### config.mk
export PLATFORM = sky130hd
export DESIGN_NAME = multicycle_ctrl_flat
export DESIGN_NICKNAME = d
export VERILOG_FILES = /design/src/rtl/multicycle_ctrl_if.sv /design/src/rtl/multicycle_ctrl.sv /design/src/flat_wrapper.sv
export SDC_FILE = /design/constraint.sdc
export NUM_CORES = 1
export LEC_CHECK = 0
export CAP_MARGIN = 25
export CORE_MARGIN = 4
export CORE_UTILIZATION = 48
export CTS_BUF_LIST = sky130_fd_sc_hd__clkbuf_4
export DETAILED_ROUTE_END_ITERATION = 16
export HOLD_SLACK_MARGIN = 0.02
export PLACE_DENSITY = 0.88
export SLEW_MARGIN = 5
export SYNTH_ARGS = -nofsm -noshare
export SYNTH_HDL_FRONTEND = slang
export SYNTH_SLANG_ARGS = --single-unit
### constraint.sdc
create_clock -name clk -period 2.3 [get_ports clk]
set_input_delay 0.46 -clock clk [delete_from_list [all_inputs] [get_ports clk]]
set_output_delay 0.46 -clock clk [all_outputs]
set_load 0.02 [all_outputs]
### src/rtl/multicycle_ctrl_if.sv
// multicycle_ctrl_if
// Bundle of the control sequencer's datapath-facing signals.
//   master : the sequencer (multicycle_ctrl). It reads enable, inst,
//            alu_zero and mem_ready, and drives the datapath strobes,
//            the status flags and instr_count.
//   slave  : the datapath / environment side. Directions are the
//            reverse of master.
interface multicycle_ctrl_if;
  logic       enable;
  logic [7:0] inst;
  logic       alu_zero;
  logic       mem_ready;
  logic       pc_write;
  logic       pc_src;
  logic       ir_write;
  logic       reg_write;
  logic       mem_read;
  logic       mem_write;
  logic       alu_src;
  logic [1:0] alu_op;
  logic       mem_to_reg;
  logic       busy;
  logic       halted;
  logic       fault;
  logic [7:0] instr_count;

  modport master (
    input  enable, inst, alu_zero, mem_ready,
    output pc_write, pc_src, ir_write, reg_write, mem_read, mem_write,
           alu_src, alu_op, mem_to_reg, busy, halted, fault, instr_count
  );

  modport slave (
    output enable, inst, alu_zero, mem_ready,
    input  pc_write, pc_src, ir_write, reg_write, mem_read, mem_write,
           alu_src, alu_op, mem_to_reg, busy, halted, fault, instr_count
  );
endinterface

### src/rtl/multicycle_ctrl.sv
// multicycle_ctrl
// Multi-cycle control sequencer for the 8-bit datapath. Each instruction
// is stepped through FETCH, DECODE, EXEC, (MEM), (WB). The sequencer drives
// the PC, IR, register-file, ALU and data-memory strobes, and it counts
// retired instructions. A retirement is any cycle with pc_write high.
// Ports:
//   clk   : single clock, rising edge.
//   reset : synchronous, active-high. Forces IDLE, clears the count and
//           the MEM wait counter.
//   bus   : multicycle_ctrl_if.master. Carries enable, inst, alu_zero and
//           mem_ready in, and the strobes, status and instr_count out.
// Parameter:
//   MEM_TIMEOUT : maximum number of consecutive MEM cycles with mem_ready
//                 low before the sequencer enters FAULT. 0 disables the
//                 timeout. Valid range is 0..15.
module multicycle_ctrl #(
  parameter int MEM_TIMEOUT = 15
) (
  input  logic              clk,
  input  logic              reset,
  multicycle_ctrl_if.master bus
);

  typedef enum logic [2:0] {
    S_IDLE   = 3'd0,
    S_FETCH  = 3'd1,
    S_DECODE = 3'd2,
    S_EXEC   = 3'd3,
    S_MEM    = 3'd4,
    S_WB     = 3'd5,
    S_HALT   = 3'd6,
    S_FAULT  = 3'd7
  } state_t;

  localparam logic [2:0] OP_ADDI  = 3'b100;
  localparam logic [2:0] OP_LOAD  = 3'b101;
  localparam logic [2:0] OP_STORE = 3'b110;
  localparam logic [2:0] OP_BRZ   = 3'b111;
  localparam logic [4:0] TIMEOUT_LIM = 5'(MEM_TIMEOUT);

  state_t     state_q, state_d;
  logic [2:0] opcode_q, opcode_d;
  logic [3:0] wait_q, wait_d;
  logic [7:0] count_q, count_d;

  logic       pc_write, pc_src, ir_write, reg_write;
  logic       mem_read, mem_write, alu_src, mem_to_reg;
  logic [1:0] alu_op;
  logic [1:0] alu_op_dec;
  logic       alu_src_dec;
  logic [4:0] wait_inc;
  state_t     boundary;

  always_ff @(posedge clk) begin
    if (reset) begin
      state_q  <= S_IDLE;
      opcode_q <= 3'b000;
      wait_q   <= 4'd0;
      count_q  <= 8'd0;
    end else begin
      state_q  <= state_d;
      opcode_q <= opcode_d;
      wait_q   <= wait_d;
      count_q  <= count_d;
    end
  end

  always_comb begin
    state_d    = state_q;
    opcode_d   = opcode_q;
    wait_d     = wait_q;
    pc_write   = 1'b0;
    pc_src     = 1'b0;
    ir_write   = 1'b0;
    reg_write  = 1'b0;
    mem_read   = 1'b0;
    mem_write  = 1'b0;
    alu_src    = 1'b0;
    alu_op     = 2'b00;
    mem_to_reg = 1'b0;

    // ALU controls are a pure function of the latched opcode. They are
    // driven in EXEC and held unchanged through MEM and WB.
    alu_op_dec  = opcode_q[2] ? 2'b00 : opcode_q[1:0];
    alu_src_dec = (opcode_q == OP_ADDI) || (opcode_q == OP_LOAD) ||
                  (opcode_q == OP_STORE);
    wait_inc    = {1'b0, wait_q} + 5'd1;
    // enable is only looked at once an instruction has fully retired.
    boundary    = bus.enable ? S_FETCH : S_IDLE;

    unique case (state_q)
      S_IDLE: begin
        if (bus.enable) state_d = S_FETCH;
      end
      S_FETCH: begin
        ir_write = 1'b1;
        state_d  = S_DECODE;
      end
      S_DECODE: begin
        opcode_d = bus.inst[7:5];
        // The all-ones encoding is HALT. It takes priority over BRZ.
        state_d  = (bus.inst == 8'hFF) ? S_HALT : S_EXEC;
      end
      S_EXEC: begin
        alu_op  = alu_op_dec;
        alu_src = alu_src_dec;
        if (opcode_q == OP_BRZ) begin
          pc_write = 1'b1;
          pc_src   = bus.alu_zero;
          state_d  = boundary;
        end else if (opcode_q == OP_LOAD || opcode_q == OP_STORE) begin
          wait_d  = 4'd0;
          state_d = S_MEM;
        end else begin
          state_d = S_WB;
        end
      end
      S_MEM: begin
        alu_op    = alu_op_dec;
        alu_src   = alu_src_dec;
        mem_read  = (opcode_q == OP_LOAD);
        mem_write = (opcode_q == OP_STORE);
        if (bus.mem_ready) begin
          // A ready on the cycle the limit would be reached still wins.
          if (opcode_q == OP_LOAD) begin
            state_d = S_WB;
          end else begin
            pc_write = 1'b1;
            state_d  = boundary;
          end
        end else if (TIMEOUT_LIM != 5'd0 && wait_inc == TIMEOUT_LIM) begin
          state_d = S_FAULT;
        end else if (wait_q != 4'hF) begin
          // Saturate so a disabled timeout never wraps the counter.
          wait_d = wait_inc[3:0];
        end
      end
      S_WB: begin
        alu_op     = alu_op_dec;
        alu_src    = alu_src_dec;
        reg_write  = 1'b1;
        pc_write   = 1'b1;
        mem_to_reg = (opcode_q == OP_LOAD);
        state_d    = boundary;
      end
      S_HALT:  state_d = S_HALT;
      S_FAULT: state_d = S_FAULT;
      default: state_d = S_IDLE;
    endcase

    count_d = count_q + {7'd0, pc_write};
  end

  assign bus.pc_write    = pc_write;
  assign bus.pc_src      = pc_src;
  assign bus.ir_write    = ir_write;
  assign bus.reg_write   = reg_write;
  assign bus.mem_read    = mem_read;
  assign bus.mem_write   = mem_write;
  assign bus.alu_src     = alu_src;
  assign bus.alu_op      = alu_op;
  assign bus.mem_to_reg  = mem_to_reg;
  assign bus.busy        = (state_q != S_IDLE) && (state_q != S_HALT) &&
                           (state_q != S_FAULT);
  assign bus.halted      = (state_q == S_HALT);
  assign bus.fault       = (state_q == S_FAULT);
  assign bus.instr_count = count_q;

endmodule

### src/flat_wrapper.sv
// flat-port wrapper written by rule: the top's interface ports become plain ports
module multicycle_ctrl_flat 
#(
  parameter int MEM_TIMEOUT = 15
)
  (clk, reset, bus_enable, bus_inst, bus_alu_zero, bus_mem_ready, bus_pc_write, bus_pc_src, bus_ir_write, bus_reg_write, bus_mem_read, bus_mem_write, bus_alu_src, bus_alu_op, bus_mem_to_reg, bus_busy, bus_halted, bus_fault, bus_instr_count);
  multicycle_ctrl_if bus_i ();
  input  logic clk;
  input  logic reset;
  input wire logic [$bits(bus_i.enable)-1:0] bus_enable;
  input wire logic [$bits(bus_i.inst)-1:0] bus_inst;
  input wire logic [$bits(bus_i.alu_zero)-1:0] bus_alu_zero;
  input wire logic [$bits(bus_i.mem_ready)-1:0] bus_mem_ready;
  output wire logic [$bits(bus_i.pc_write)-1:0] bus_pc_write;
  output wire logic [$bits(bus_i.pc_src)-1:0] bus_pc_src;
  output wire logic [$bits(bus_i.ir_write)-1:0] bus_ir_write;
  output wire logic [$bits(bus_i.reg_write)-1:0] bus_reg_write;
  output wire logic [$bits(bus_i.mem_read)-1:0] bus_mem_read;
  output wire logic [$bits(bus_i.mem_write)-1:0] bus_mem_write;
  output wire logic [$bits(bus_i.alu_src)-1:0] bus_alu_src;
  output wire logic [$bits(bus_i.alu_op)-1:0] bus_alu_op;
  output wire logic [$bits(bus_i.mem_to_reg)-1:0] bus_mem_to_reg;
  output wire logic [$bits(bus_i.busy)-1:0] bus_busy;
  output wire logic [$bits(bus_i.halted)-1:0] bus_halted;
  output wire logic [$bits(bus_i.fault)-1:0] bus_fault;
  output wire logic [$bits(bus_i.instr_count)-1:0] bus_instr_count;
  assign bus_i.enable = bus_enable;
  assign bus_i.inst = bus_inst;
  assign bus_i.alu_zero = bus_alu_zero;
  assign bus_i.mem_ready = bus_mem_ready;
  assign bus_pc_write = bus_i.pc_write;
  assign bus_pc_src = bus_i.pc_src;
  assign bus_ir_write = bus_i.ir_write;
  assign bus_reg_write = bus_i.reg_write;
  assign bus_mem_read = bus_i.mem_read;
  assign bus_mem_write = bus_i.mem_write;
  assign bus_alu_src = bus_i.alu_src;
  assign bus_alu_op = bus_i.alu_op;
  assign bus_mem_to_reg = bus_i.mem_to_reg;
  assign bus_busy = bus_i.busy;
  assign bus_halted = bus_i.halted;
  assign bus_fault = bus_i.fault;
  assign bus_instr_count = bus_i.instr_count;
  multicycle_ctrl #(.MEM_TIMEOUT(MEM_TIMEOUT)) u_core (.clk(clk), .reset(reset), .bus(bus_i));
endmodule
After elaboration in Yosys (flattened, before gate mapping)
Cells that the tools add are included.

Register bits: 18. Latch bits: 0. Memory bits (writable): 0. Memory bits (read-only): 0. Input port bits: 13. Output and inout bits: 21. Word-level logic and storage cells: 69. Memories kept: 0.

Add/subtract/negate cells: 2. $mul: 0. Divide/modulo/power cells: 0. Order comparisons: 0. Eq/ne operators: 23. Shifts and indexed selects: 0. Muxes and demuxes: 29. Bitwise logic cells: 0. Reduce and logical (&&, ||, !) cells: 11.

Operators with widths (count): $eq A3 B3 Y1 const B (8); $pmux W3 S8 (1); $mux W4 (5); $mux W3 (6); $mux W1 (13); $add A8 B1 Y8 (1); $eq A8 B8 Y1 const B (1); $ne A2 B2 Y1 const B (4); $pmux W4 S2 (1); $eq A3 B2 Y1 const B (2); $ne A3 B3 Y1 const B (2); $reduce_and A6 Y1 (1); $add A4 B1 Y5 const B (1); $eq A5 B4 Y1 const B (1); $mux W2 (2); $ne A2 B1 Y1 const B (2); $ne A4 B4 Y1 const B (1); $eq A3 B1 Y1 const B (1); $logic_not A3 Y1 (1); $logic_or A1 B1 Y1 (3); $ne A3 B2 Y1 const B (1); $pmux W1 S3 (1); $reduce_bool A3 Y1 (1); $reduce_or A3 Y1 (1); 3 further kinds (4).

Depth between registers and ports, before layout
Gate-level depths: netlist of the first run.

Depth after elaboration: 5. Mapped depth: 10. Gate-level depth less buffers: 10.

Worst setup path after synthesis of the first run
OpenSTA, ideal clock, no wires.

Path type: flip-flop to flip-flop. Start: register u_core.state_q[1]. End: register u_core.count_q[5], in the netlist u_core.bus.instr_count[5]. Setup time: 0.128 ns. Arrival: 1.747 ns. Required time: 2.172 ns. Slack: 0.426 ns. Cell stages (with the launch flop): 11. Buffers on the path: 1. Clock period less this slack: 1.874 ns. Cells stage by stage: dfxtp_1 > buf_4 > nand2_1 > nor2_1 > o21ai_0 > nand2_1 > ha_1 > and3_1 > nand3_1 > xor2_1 > nor2_1.

Longest elaborated chain between the ends: 3. Elaborated cells on any way between the ends: 5. Those cells by class: add/sub: 1; eq/ne: 3; mux: 1.

RTL lines: from (decl) (line multicycle_ctrl.sv:41) `state_t state_q, state_d;`; from (signal assigned) (line multicycle_ctrl.sv:61) `state_q <= state_d;`; $eq A3 B3 Y1 / $eq A3 B2 Y1 (equally long branches) (line multicycle_ctrl.sv:91) `unique case (state_q)`; $pmux W1 S3 * (line multicycle_ctrl.sv:91); net bus_pc_write (line flat_wrapper.sv:14) `output wire logic [$bits(bus_i.pc_write)-1:0] bus_pc_write;`; $add A8 B1 Y8 * (line multicycle_ctrl.sv:151) `count_d = count_q + {7'd0, pc_write};`; to (signal assigned) (line multicycle_ctrl.sv:64) `count_q <= count_d;`; to (decl) (line multicycle_ctrl.sv:44) `logic [7:0] count_q, count_d;`.

Mark *: on every way through the listed nets, which the timed path passes. The rest lies on a longest branch. A chain may end at the register's enable or synchronous reset.

Worst setup path in the final report of the first run
Start: register u_core.state_q[0]. End: output bus_ir_write.

Longest elaborated chain between the ends: 2.

RTL lines: $eq A3 B1 Y1 (line multicycle_ctrl.sv:91); $mux W1 (line multicycle_ctrl.sv:91); to (decl) (line flat_wrapper.sv:16) `output wire logic [$bits(bus_i.ir_write)-1:0] bus_ir_write;`.

Every way passes these cells.

==> summary.md, run 1 <==
| Metric | Value |
|---|---|
| Outcome | `finished, final reports clean` |
| Via-to-Cell Ratio | `5.63` |
| Number of nets in the finished design | `201` |
| Primary FF master, synth | `sky130_fd_sc_hd__dfxtp_1` |
| Cells on worst reg2reg path | `7` |
| Transition time of the tightest slew-check pin | `0.487 ns` |
| Post-synthesis mux area share | `0` |
| Setup repair after global routing missed its margin | `false` |
| Starting density of the core | `0.509` |
| Antenna violations before repair | `0` |
| CP startpoint kind | `register` |
| Max-slew violation count | `0` |
| Adder-Cell Fraction of Synth Area | `0.0444` |
| Synthesized netlist net count | `164` |
| Tmin final | `2.22 ns` |
| Floorplan die width | `56.4 um` |
| Antenna diodes | `0` |
| Crit path capture type | `primary output` |
| Final period utilization | `0.964` |
| Synth async-reset ratio | `0` |
| Clock tree root buffer cell | `sky130_fd_sc_hd__clkbuf_4` |
| Xor/xnor cell area share of the yosys netlist | `0.0622` |
| Final ANT Viol Nets | `0` |
| Portion of the post-synthesis area used by sequential elements | `0.320` |
| Met1 track demand over resource in global routing | `0.229` |
| Number of DRC violations after detailed-routing iteration 0 | `50` |
| EDFF count, synth | `0` |
| Total of buffers placed on input and output ports | `33` |
| Share of cells above drive strength 1 | `0.137` |
| Number of hold violations in the final report | `0` |
| Final HPWL DP | `2.20 mm` |
| Endpoint of the most critical register-to-register path | `u_core.wait_q[1]$_SDFFE_PP0P_` |
| Max-capacitance violation count | `0` |
| Final standard cell area without fillers | `1540 um^2` |
| Placeable core region | `2210 um^2` |
| Average wire per standard cell | `13.3 um` |
| Combined area of all synthesized cells | `1130 um^2` |
| Iteration count of the initial detailed-routing pass | `4` |
| Worst hold margin | `0.518 ns` |
| Class of the tightest hold or removal check | `register to register` |
| Seq cells post-synth | `18` |
| Worst slew margin relative to its limit | `0.674` |
| Clock-pin slew on the worst setup and hold paths | `0.11 ns` |
| CTS Hold Buffers Added | `0` |
| Die outline area | `3180 um^2` |
| Hold Crit Start | `u_core.wait_q[0]$_SDFFE_PP0P_` |
| Routed via count | `1,187` |
| Cell area after placement | `1510 um^2` |
| Num CTS Buffers | `3` |
| H-tree level count | `1` |
| Setup total negative slack | `0 ns` |
| Average instance area after synthesis | `7.66 um^2` |
| Final global-route overflow total | `0` |
| Ys Warns | `0` |
| Peak-usage layer in the global routing report | `met2` |
| Fill cell count | `203` |
| Final routed DRC violation total | `0` |
| Fraction of the mapped netlist area in compound gates | `0.166` |
| Cell depth of the worst min-delay path | `2` |
| Combinational family with the most area after synthesis | `simple AND/OR/NAND/NOR gates` |
| Final WL | `2.81 mm` |
| Max Fclk | `0.451 GHz` |
| IO Count | `34` |
| Overall routing resource usage | `0.185` |
| Largest net degree at the start of global routing | `16` |
| # rows | `17` |
| Total power | `700 uW` |
| Critical path data arrival time | `1.76 ns` |
| Met3 Track Usage GR | `0.0391` |
| Clock tree from TritonCTS | `yes` |
| Number of sinks driven by the clock tree | `18` |
| Worst endpoint required time | `1.84 ns` |
| Biggest fanout along the worst timing path | `15` |
| Crit Path Category | `register to primary output` |
| Clock skew | `0.00546 ns` |
| Die height | `56.4 um` |
| Fin util | `0.695` |
| Total leakage power | `0.000642 uW` |
| Via count of the first global-routing pass | `1,107` |
| Hold Path End | `u_core.wait_q[0]$_SDFFE_PP0P_` |
| Number of unique standard cell types used by synthesis | `41` |
| Worst-case register-to-register setup slack | `0.47 ns` |
| Area growth, synth to finish | `36.6%` |
| Post-synthesis share of cell area spent on and, or, nand and nor gates | `0.347` |
| Critical register-to-register path startpoint | `u_core.wait_q[0]$_SDFFE_PP0P_` |
| Number of instances in the synthesized netlist | `147` |
| Source-to-sink clock delay at the later pin of the worst-skew pair | `0.29 ns` |
| Routability-driven placement congestion ratio | `0.914` |
| Setup violators final | `0` |
| Global-route wire length before repair | `4.79 mm` |
| Worst IR Drop VDD | `0.308 mV` |
| Max clock buf depth | `2` |
| Power density cells | `455 nW/um^2` |
| Fraction of met2 tracks used by global routing | `0.325` |
-- critical path: stages, from the launching register on --
cell and delay, ns:
sky130_fd_sc_hd__dfxtp_2 0.42, sky130_fd_sc_hd__buf_4 0.22, sky130_fd_sc_hd__nor3b_1 0.19, sky130_fd_sc_hd__clkdlybuf4s50_1 0.64
-- flip-flops by register name, indices dropped and copies added, names as in the netlist --
name / cells
u_core.opcode_q: 3
u_core.wait_q: 4
u_core.state_q: 3
u_core.bus.instr_count: 8
-- worst max path at each step --
stage / from / end / depth (start not counted) / slack, ns
after floorplan: u_core.state_q[1]$_SDFFE_PP0P_ / u_core.bus.instr_count[5]$_SDFF_PP0_ / 10 / 0.43
after global placement: bus_alu_zero / bus_pc_src / 4 / 0.02
after detailed placement: bus_alu_zero / bus_pc_src / 4 / -0.02
after CTS: u_core.state_q[1]$_SDFFE_PP0P_ / bus_mem_read / 5 / 0.02
after global routing: u_core.state_q[0]$_SDFFE_PP0P_ / bus_busy / 4 / 0.0007
final: u_core.state_q[0]$_SDFFE_PP0P_ / bus_ir_write / 3 / 0.08
-- metal layers --
metal / share of wire / up-vias / wire [um]
li1: - / 587 / -
met1: 0.45 / 566 / 1250
met2: 0.49 / 32 / 1380
met3: 0.058 / 2 / 163
met4: 0.0032 / 0 / 9
met5: 0 / - / 0
-- final cells by class --
cell class	instances	area [um^2]	share of cell area
inverter	4	15.0	0.00976
tap	28	35.0	0.0228
sequential	18	365	0.238
multi-input combinational	115	697	0.453
clock buffer	3	22.5	0.0146
timing repair buffer	42	399	0.260
clock inverter	1	3.75	0.00244
-- repair_timing --
item,in CTS,in global routing
endpoints found under the setup margin,10,3
resized for setup,9,3
buffers inserted,0,0
cloned,0,0
-- stage by stage --
step | std cells | setup slack [ns]
2_1_floorplan | 147 | 0.426
6_report | 211 | 0.0829
5_1_grt | 211 | 0.000665
3_3_place_gp | 207 | 0.0232
3_5_place_dp | 207 | -0.0155
4_1_cts | 211 | 0.0212
-- report_power, final --
group | switching (uW) | internal (uW) | total [uW]
Sequential | 25.6 | 327 | 352
Clock | 97.2 | 63.0 | 160
Combinational | 93.5 | 94.1 | 188
-- placed cells by master, fill, tap and decap left out, types with 3 or more instances in the layout --
cell	count
sky130_fd_sc_hd__a21oi_1	11
sky130_fd_sc_hd__dfxtp_1	14
sky130_fd_sc_hd__clkbuf_4	3
sky130_fd_sc_hd__clkdlybuf4s50_1	25
sky130_fd_sc_hd__and2_1	3
sky130_fd_sc_hd__dlygate4sd2_1	5
sky130_fd_sc_hd__o21ai_0	7
sky130_fd_sc_hd__buf_4	9
sky130_fd_sc_hd__and3_1	3
sky130_fd_sc_hd__nand3_1	13
sky130_fd_sc_hd__nand2_1	15
sky130_fd_sc_hd__nor4_1	3
sky130_fd_sc_hd__xor2_1	5
sky130_fd_sc_hd__nor3_1	4
sky130_fd_sc_hd__inv_1	4
sky130_fd_sc_hd__ha_1	4
sky130_fd_sc_hd__dfxtp_2	4
sky130_fd_sc_hd__nor2_1	18
sky130_fd_sc_hd__dlymetal6s2s_1	3
sky130_fd_sc_hd__xnor2_1	3
-- cell families (layout without fill, tap and decap cells) --
| group | after synthesis | in the layout |
|---|---|---|
| adder cells (fa/ha/maj) | 4 | 4 |
| AND/OR/NAND/NOR | 75 | 75 |
| AO/OA/AOI/OAI | 28 | 28 |
| XOR/XNOR | 8 | 8 |
| buffers and inverters | 14 | 50 |
| flip-flops | 18 | 18 |
-- cell usage after synthesis (2+ instances only) --
master / number / area (um^2)
sky130_fd_sc_hd__ha_1: 4 / 50.1
sky130_fd_sc_hd__xor2_1: 5 / 43.8
sky130_fd_sc_hd__xnor2_1: 3 / 26.3
sky130_fd_sc_hd__and2_1: 3 / 18.8
sky130_fd_sc_hd__nand2b_1: 2 / 12.5
sky130_fd_sc_hd__nor3b_1: 2 / 15.0
sky130_fd_sc_hd__inv_1: 4 / 15.0
sky130_fd_sc_hd__a21oi_1: 11 / 55.1
sky130_fd_sc_hd__nor3_1: 4 / 20.0
sky130_fd_sc_hd__and3_1: 3 / 18.8
sky130_fd_sc_hd__nor4_1: 3 / 18.8
sky130_fd_sc_hd__nand2_1: 15 / 56.3
sky130_fd_sc_hd__buf_2: 3 / 15.0
sky130_fd_sc_hd__dfxtp_1: 18 / 360
sky130_fd_sc_hd__nor2b_1: 2 / 12.5
sky130_fd_sc_hd__o21ai_0: 7 / 35.0
sky130_fd_sc_hd__clkbuf_1: 3 / 11.3
sky130_fd_sc_hd__nor2_1: 18 / 67.6
sky130_fd_sc_hd__nor2_2: 2 / 12.5
sky130_fd_sc_hd__nand3_1: 13 / 65.1
sky130_fd_sc_hd__nand2_2: 2 / 12.5
Note: power is estimated with default switching activity, not from simulation.
==> inputs of run 2 (changes only) <==
- CORE_MARGIN: 4 -> not set
==> summary.md, run 2 (synthesis results as in run 1) <==
| Metric | Value |
|---|---|
| Number of hold violations in the final report | `0` |
| Crit path capture type | `primary output` |
| Clock tree from TritonCTS | `yes` |
| Max-capacitance violation count | `0` |
| Power density cells | `458 nW/um^2` |
| Transition time of the tightest slew-check pin | `0.346 ns` |
| Via-to-Cell Ratio | `5.50` |
| Number of nets in the finished design | `199` |
| Final period utilization | `0.930` |
| Flip-flop count of the largest register after layout | `8` |
| Source-to-sink clock delay at the later pin of the worst-skew pair | `0.28 ns` |
| Fill cell count | `197` |
| Critical register-to-register path startpoint | `u_core.wait_q[0]$_SDFFE_PP0P_` |
| Cell depth of the worst setup path | `6` |
| CTS Hold Buffers Added | `0` |
| Share of cells above drive strength 1 | `0.122` |
| Class of the tightest hold or removal check | `register to register` |
| Multi-input logic area | `697 um^2` |
| Worst-case register-to-register setup slack | `0.41 ns` |
| Final WL | `2.72 mm` |
| Tmin final | `2.14 ns` |
| CP delay by family, top | `simple AND/OR/NAND/NOR gates` |
| Antenna violations before repair | `0` |
| # Post-CTS Setup Buffers | `0` |
| # rows | `17` |
| Largest net degree at the start of global routing | `14` |
| Floorplan die width | `50.4 um` |
| Clock skew | `0.00655 ns` |
| Starting density of the core | `0.509` |
| Iteration count of the initial detailed-routing pass | `4` |
| Outcome | `finished, final reports clean` |
| Critical path data arrival time | `1.68 ns` |
| Slowest stage cell, crit path | `sky130_fd_sc_hd__dfxtp_2` |
| Antenna diodes | `0` |
| Sequence of cells on the critical path | `buf_4 > nor2_2 > nor2_1 > nor2_1 > and2_1 > dlygate4sd2_1` |
| Peak per-stage delay on the critical path | `0.39 ns` |
| Storage element area | `364 um^2` |
| Number of DRC violations after detailed-routing iteration 0 | `27` |
| Max-slew violation count | `0` |
| Endpoint of the most critical register-to-register path | `u_core.wait_q[1]$_SDFFE_PP0P_` |
| Crit Path Category | `register to primary output` |
| CP startpoint kind | `register` |
| Number of sinks driven by the clock tree | `18` |
| Cell Count Post-Placement | `205` |
| Hold Path End | `u_core.bus.instr_count[7]$_SDFF_PP0_` |
| Total of buffers placed on input and output ports | `33` |
| Final HPWL DP | `2.08 mm` |
| Most common cell on crit path | `sky130_fd_sc_hd__nor2_1` |
| Num CTS Buffers | `3` |
| Clock tree root buffer cell | `sky130_fd_sc_hd__clkbuf_4` |
| Worst endpoint required time | `1.84 ns` |
| Setup violators final | `0` |
| Cell area after placement | `1490 um^2` |
| Overall routing resource usage | `0.234` |
| Number of cells in the finished layout apart from fillers | `209` |
| Routability-driven placement congestion ratio | `0.870` |
| Placeable core region | `2210 um^2` |
| H-tree level count | `1` |
| Max Fclk | `0.467 GHz` |
| Die height | `50.4 um` |
| Worst IR Drop VDD | `0.358 mV` |
| Final routed DRC violation total | `0` |
| Cells on worst reg2reg path | `7` |
| Total leakage power | `0.000610 uW` |
| Final global-route overflow total | `0` |
| Buffers & Inverters on Critical Path | `2` |
| Average wire per standard cell | `13.0 um` |
| Setup total negative slack | `0 ns` |
| Via count of the first global-routing pass | `1,111` |
| Worst slew margin relative to its limit | `0.768` |
| Area growth, synth to finish | `34.3%` |
| Cell depth of the worst min-delay path | `2` |
| Biggest fanout along the worst timing path | `8` |
| Total power | `693 uW` |
| Final standard cell area without fillers | `1510 um^2` |
| Hold Crit Start | `u_core.bus.instr_count[7]$_SDFF_PP0_` |
| Max clock buf depth | `2` |
| Clock-pin slew on the worst setup and hold paths | `0.10 ns` |
| Routed via count | `1,150` |
| Commonest cells after routing, fill and taps aside | `sky130_fd_sc_hd__clkdlybuf4s50_1 (24), sky130_fd_sc_hd__nor2_1 (18), sky130_fd_sc_hd__nand2_1 (15), sky130_fd_sc_hd__dfxtp_1 (15), sky130_fd_sc_hd__nand3_1 (13)` |
| Setup repair after global routing missed its margin | `false` |
| Commonest non-fill, non-tap cell in the layout | `sky130_fd_sc_hd__clkdlybuf4s50_1` |
| IO Count | `34` |
| Final ANT Viol Nets | `0` |
| Die outline area | `2540 um^2` |
| Global-route wire length before repair | `4.64 mm` |
| Worst hold margin | `0.526 ns` |
==> run 2: worst max-delay path by stage <==
| stage | start | endpoint | slack, ns |
|---|---|---|---|
| floorplan | u_core.state_q[1]$_SDFFE_PP0P_ | u_core.bus.instr_count[5]$_SDFF_PP0_ | 0.43 |
| global placement | bus_alu_zero | bus_pc_src | 0.02 |
| detailed placement | bus_alu_zero | bus_pc_src | -0.007 |
| CTS | u_core.state_q[1]$_SDFFE_PP0P_ | bus_reg_write | 0.007 |
| global route | u_core.state_q[1]$_SDFFE_PP0P_ | bus_alu_op[0] | 0.03 |
| finish | u_core.state_q[1]$_SDFFE_PP0P_ | bus_alu_op[0] | 0.16 |
==> run 2: routing by layer <==
metal / GRT usage / share of wire / up-vias
met5: 0 / 0 / -
met4: 0.0417 / 0 / 0
met3: 0.0273 / 0.055 / 0
met2: 0.431 / 0.49 / 42
met1: 0.292 / 0.45 / 526
li1: - / - / 582
==> run 2: where the power goes <==
| part | total, uW | internal, uW | switching, uW |
|---|---|---|---|
| sequential | 352 | 326 | 25.5 |
| combinational | 188 | 93.6 | 94.4 |
| clock | 154 | 62.9 | 90.6 |
| total | 693 | 482 | 211 |
==> run 2: cell type report <==
cell class	count	area share
inverter	4	0.00993
tap	28	0.0232
clock inverter	1	0.00248
sequential	18	0.241
multi-input combinational	115	0.461
clock buffer	3	0.0149
timing repair buffer	40	0.248
==> run 2: repair_timing <==
| action | CTS | global route |
|---|---|---|
| cloned | 0 | 0 |
| setup endpoints to repair | 9 | 1 |
| resized for setup | 11 | 1 |
==> run 2: tightest hold or removal path, stage by stage, from the launching register on <==
cell and delay [ns]:
sky130_fd_sc_hd__dfxtp_1 0.36, sky130_fd_sc_hd__xor2_1 0.07, sky130_fd_sc_hd__nor2_1 0.07
==> run 2: through the flow <==
stage / setup WS, ns / util
global route: 0.0326 / 0.684
CTS: 0.00729 / 0.683
finish: 0.160 / 0.684
global placement: 0.0207 / 0.674
detailed placement: -0.00668 / 0.674
floorplan: 0.426 / -
==> inputs of run 3 (changes only) <==
- GPL_TIMING_DRIVEN: not set -> 0
- MAX_ROUTING_LAYER: not set -> met4
- clock period: 2.3 -> 2 ns (I/O delays scaled with it)
==> summary.md, run 3 (synthesis results as in run 1) <==
| Metric | Value |
|---|---|
| Worst slew margin relative to its limit | `0.658` |
| Biggest fanout along the worst timing path | `9` |
| Routed via count | `1,227` |
| CP startpoint kind | `register` |
| Crit Path Category | `register to primary output` |
| Outcome | `finished, final reports clean` |
| Fill cell count | `201` |
| Number of sinks driven by the clock tree | `18` |
| Total power | `797 uW` |
| Clock-pin slew on the worst setup and hold paths | `0.10 ns` |
| Cell area after placement | `1480 um^2` |
| Final WL | `3.08 mm` |
| Final routed DRC violation total | `0` |
| Placeable core region | `2210 um^2` |
| Clock skew | `0.00545 ns` |
| Class of the tightest hold or removal check | `register to register` |
| Storage element area | `364 um^2` |
| Average wire per standard cell | `14.5 um` |
| Overall routing resource usage | `0.267` |
| H-tree level count | `1` |
| Final period utilization | `0.955` |
| Crit path capture type | `primary output` |
| Setup violators final | `0` |
| Final global-route overflow total | `0` |
| Clock tree from TritonCTS | `yes` |
| Commonest cells after routing, fill and taps aside | `sky130_fd_sc_hd__clkdlybuf4s50_1 (19), sky130_fd_sc_hd__nor2_1 (18), sky130_fd_sc_hd__dfxtp_1 (17)` |
| Final standard cell area without fillers | `1520 um^2` |
| Power density cells | `526 nW/um^2` |
| Final HPWL DP | `2.35 mm` |
| Number of DRC violations after detailed-routing iteration 0 | `48` |
| Number of nets in the finished design | `203` |
| Tmin final | `1.91 ns` |
| Antenna violations before repair | `0` |
| Starting density of the core | `0.509` |
| Routability-driven placement congestion ratio | `0.925` |
| Clock tree root buffer cell | `sky130_fd_sc_hd__clkbuf_4` |
| Commonest non-fill, non-tap cell in the layout | `sky130_fd_sc_hd__clkdlybuf4s50_1` |
| Total leakage power | `0.000608 uW` |
| Antenna diodes | `0` |
| Die outline area | `2540 um^2` |
| Critical path data arrival time | `1.51 ns` |
| Number of hold violations in the final report | `0` |
| Via-to-Cell Ratio | `5.76` |
| Source-to-sink clock delay at the later pin of the worst-skew pair | `0.28 ns` |
| Share of cells above drive strength 1 | `0.173` |
| Via count of the first global-routing pass | `1,128` |
| Max-slew violation count | `0` |
| Largest net degree at the start of global routing | `11` |
| # rows | `17` |
| Placement-stage worst setup slack | `-0.205 ns` |
| Max Fclk | `0.523 GHz` |
| Iteration count of the initial detailed-routing pass | `4` |
| Max clock buf depth | `2` |
| Setup slack after layout | `0.0891 ns` |
| Num CTS Buffers | `3` |
| IO Count | `34` |
| Die height | `50.4 um` |
| Flip-flop count of the largest register after layout | `8` |
| CTS Hold Buffers Added | `0` |
| Worst endpoint required time | `1.60 ns` |
| Multi-input logic area | `709 um^2` |
| Floorplan die width | `50.4 um` |
| Final ANT Viol Nets | `0` |
| Global-route wire length before repair | `5.06 mm` |
| Area growth, synth to finish | `34.6%` |
| Worst IR Drop VDD | `0.448 mV` |
| Max-capacitance violation count | `0` |
| Transition time of the tightest slew-check pin | `0.512 ns` |
| Total of buffers placed on input and output ports | `32` |
[run 3: changes by cell type in the layout (fill, tap and decap cells not counted), moves of 2 or more]
cell / delta
sky130_fd_sc_hd__buf_2: +4
sky130_fd_sc_hd__buf_4: -4
sky130_fd_sc_hd__buf_6: +2
sky130_fd_sc_hd__clkbuf_2: +6
sky130_fd_sc_hd__clkbuf_4: +3
sky130_fd_sc_hd__clkdlybuf4s15_1: +2
sky130_fd_sc_hd__clkdlybuf4s50_1: -5
sky130_fd_sc_hd__dfxtp_1: +2
sky130_fd_sc_hd__dfxtp_2: -3
sky130_fd_sc_hd__dlygate4sd2_1: -6
sky130_fd_sc_hd__nor2_2: -2
sky130_fd_sc_hd__nor2_4: +2
[run 3: repair_timing]
item	CTS	global route
setup endpoints to repair	13	16
resized for setup	23	28
buffers inserted	0	2
pin swaps	0	2
[run 3: critical path, cell delays in order, from the launching register on]
cell,delay [ns]
sky130_fd_sc_hd__dfxtp_1,0.32
sky130_fd_sc_hd__clkbuf_4,0.18
sky130_fd_sc_hd__nand3b_1,0.28
sky130_fd_sc_hd__nor2_1,0.15
sky130_fd_sc_hd__clkdlybuf4s15_1,0.30
[run 3: metrics by stage]
step,cells,TNS (ns),hold WS [ns],util
after floorplan,147,0,0.477,-
after global placement,207,-0.628,0.490,0.670
after detailed placement,207,-0.979,0.512,0.670
after CTS,211,-0.00848,0.536,0.683
after global routing,213,-0.00202,0.557,0.685
final,213,0,0.537,0.685
[run 3: cell type report]
class,count,area share
Buffer,10,0.0446
Clock buffer,3,0.0149
Clock inverter,1,0.00248
Inverter,4,0.00991
Multi-Input combinational cell,115,0.468
Sequential cell,18,0.240
Tap cell,28,0.0231
Timing Repair Buffer,34,0.197
[run 3: report_power, final]
group | leakage (uW) | total, uW | internal [uW] | switching, uW
registers | 0.000146 | 388 | 374 | 13.6
logic | 0.000446 | 232 | 101 | 132
clock network | 0.0000154 | 176 | 72.4 | 104
total | 0.000608 | 797 | 547 | 249
[run 3: worst paths after layout]
path / slack [ns] / depth (start not counted) / from / endpoint
min reg2reg: 0.54 / 2 / u_core.bus.instr_count[7]$_SDFF_PP0_ / u_core.bus.instr_count[7]$_SDFF_PP0_
max: 0.09 / 4 / u_core.opcode_q[1]$_SDFFE_PP0P_ / bus_mem_read
max reg2reg: 0.11 / 9 / u_core.opcode_q[1]$_SDFFE_PP0P_ / u_core.bus.instr_count[6]$_SDFF_PP0_
min: 0.54 / 2 / u_core.bus.instr_count[7]$_SDFF_PP0_ / u_core.bus.instr_count[7]$_SDFF_PP0_
[run 3: layer usage]
metal  vias to the layer above  GRT usage  share of wire
met5                         -          -              0
met4                         0     0.0509         0.0075
met2                        55      0.464           0.50
met3                         4     0.0455          0.058
met1                       577      0.326           0.43
li1                        591          -              -
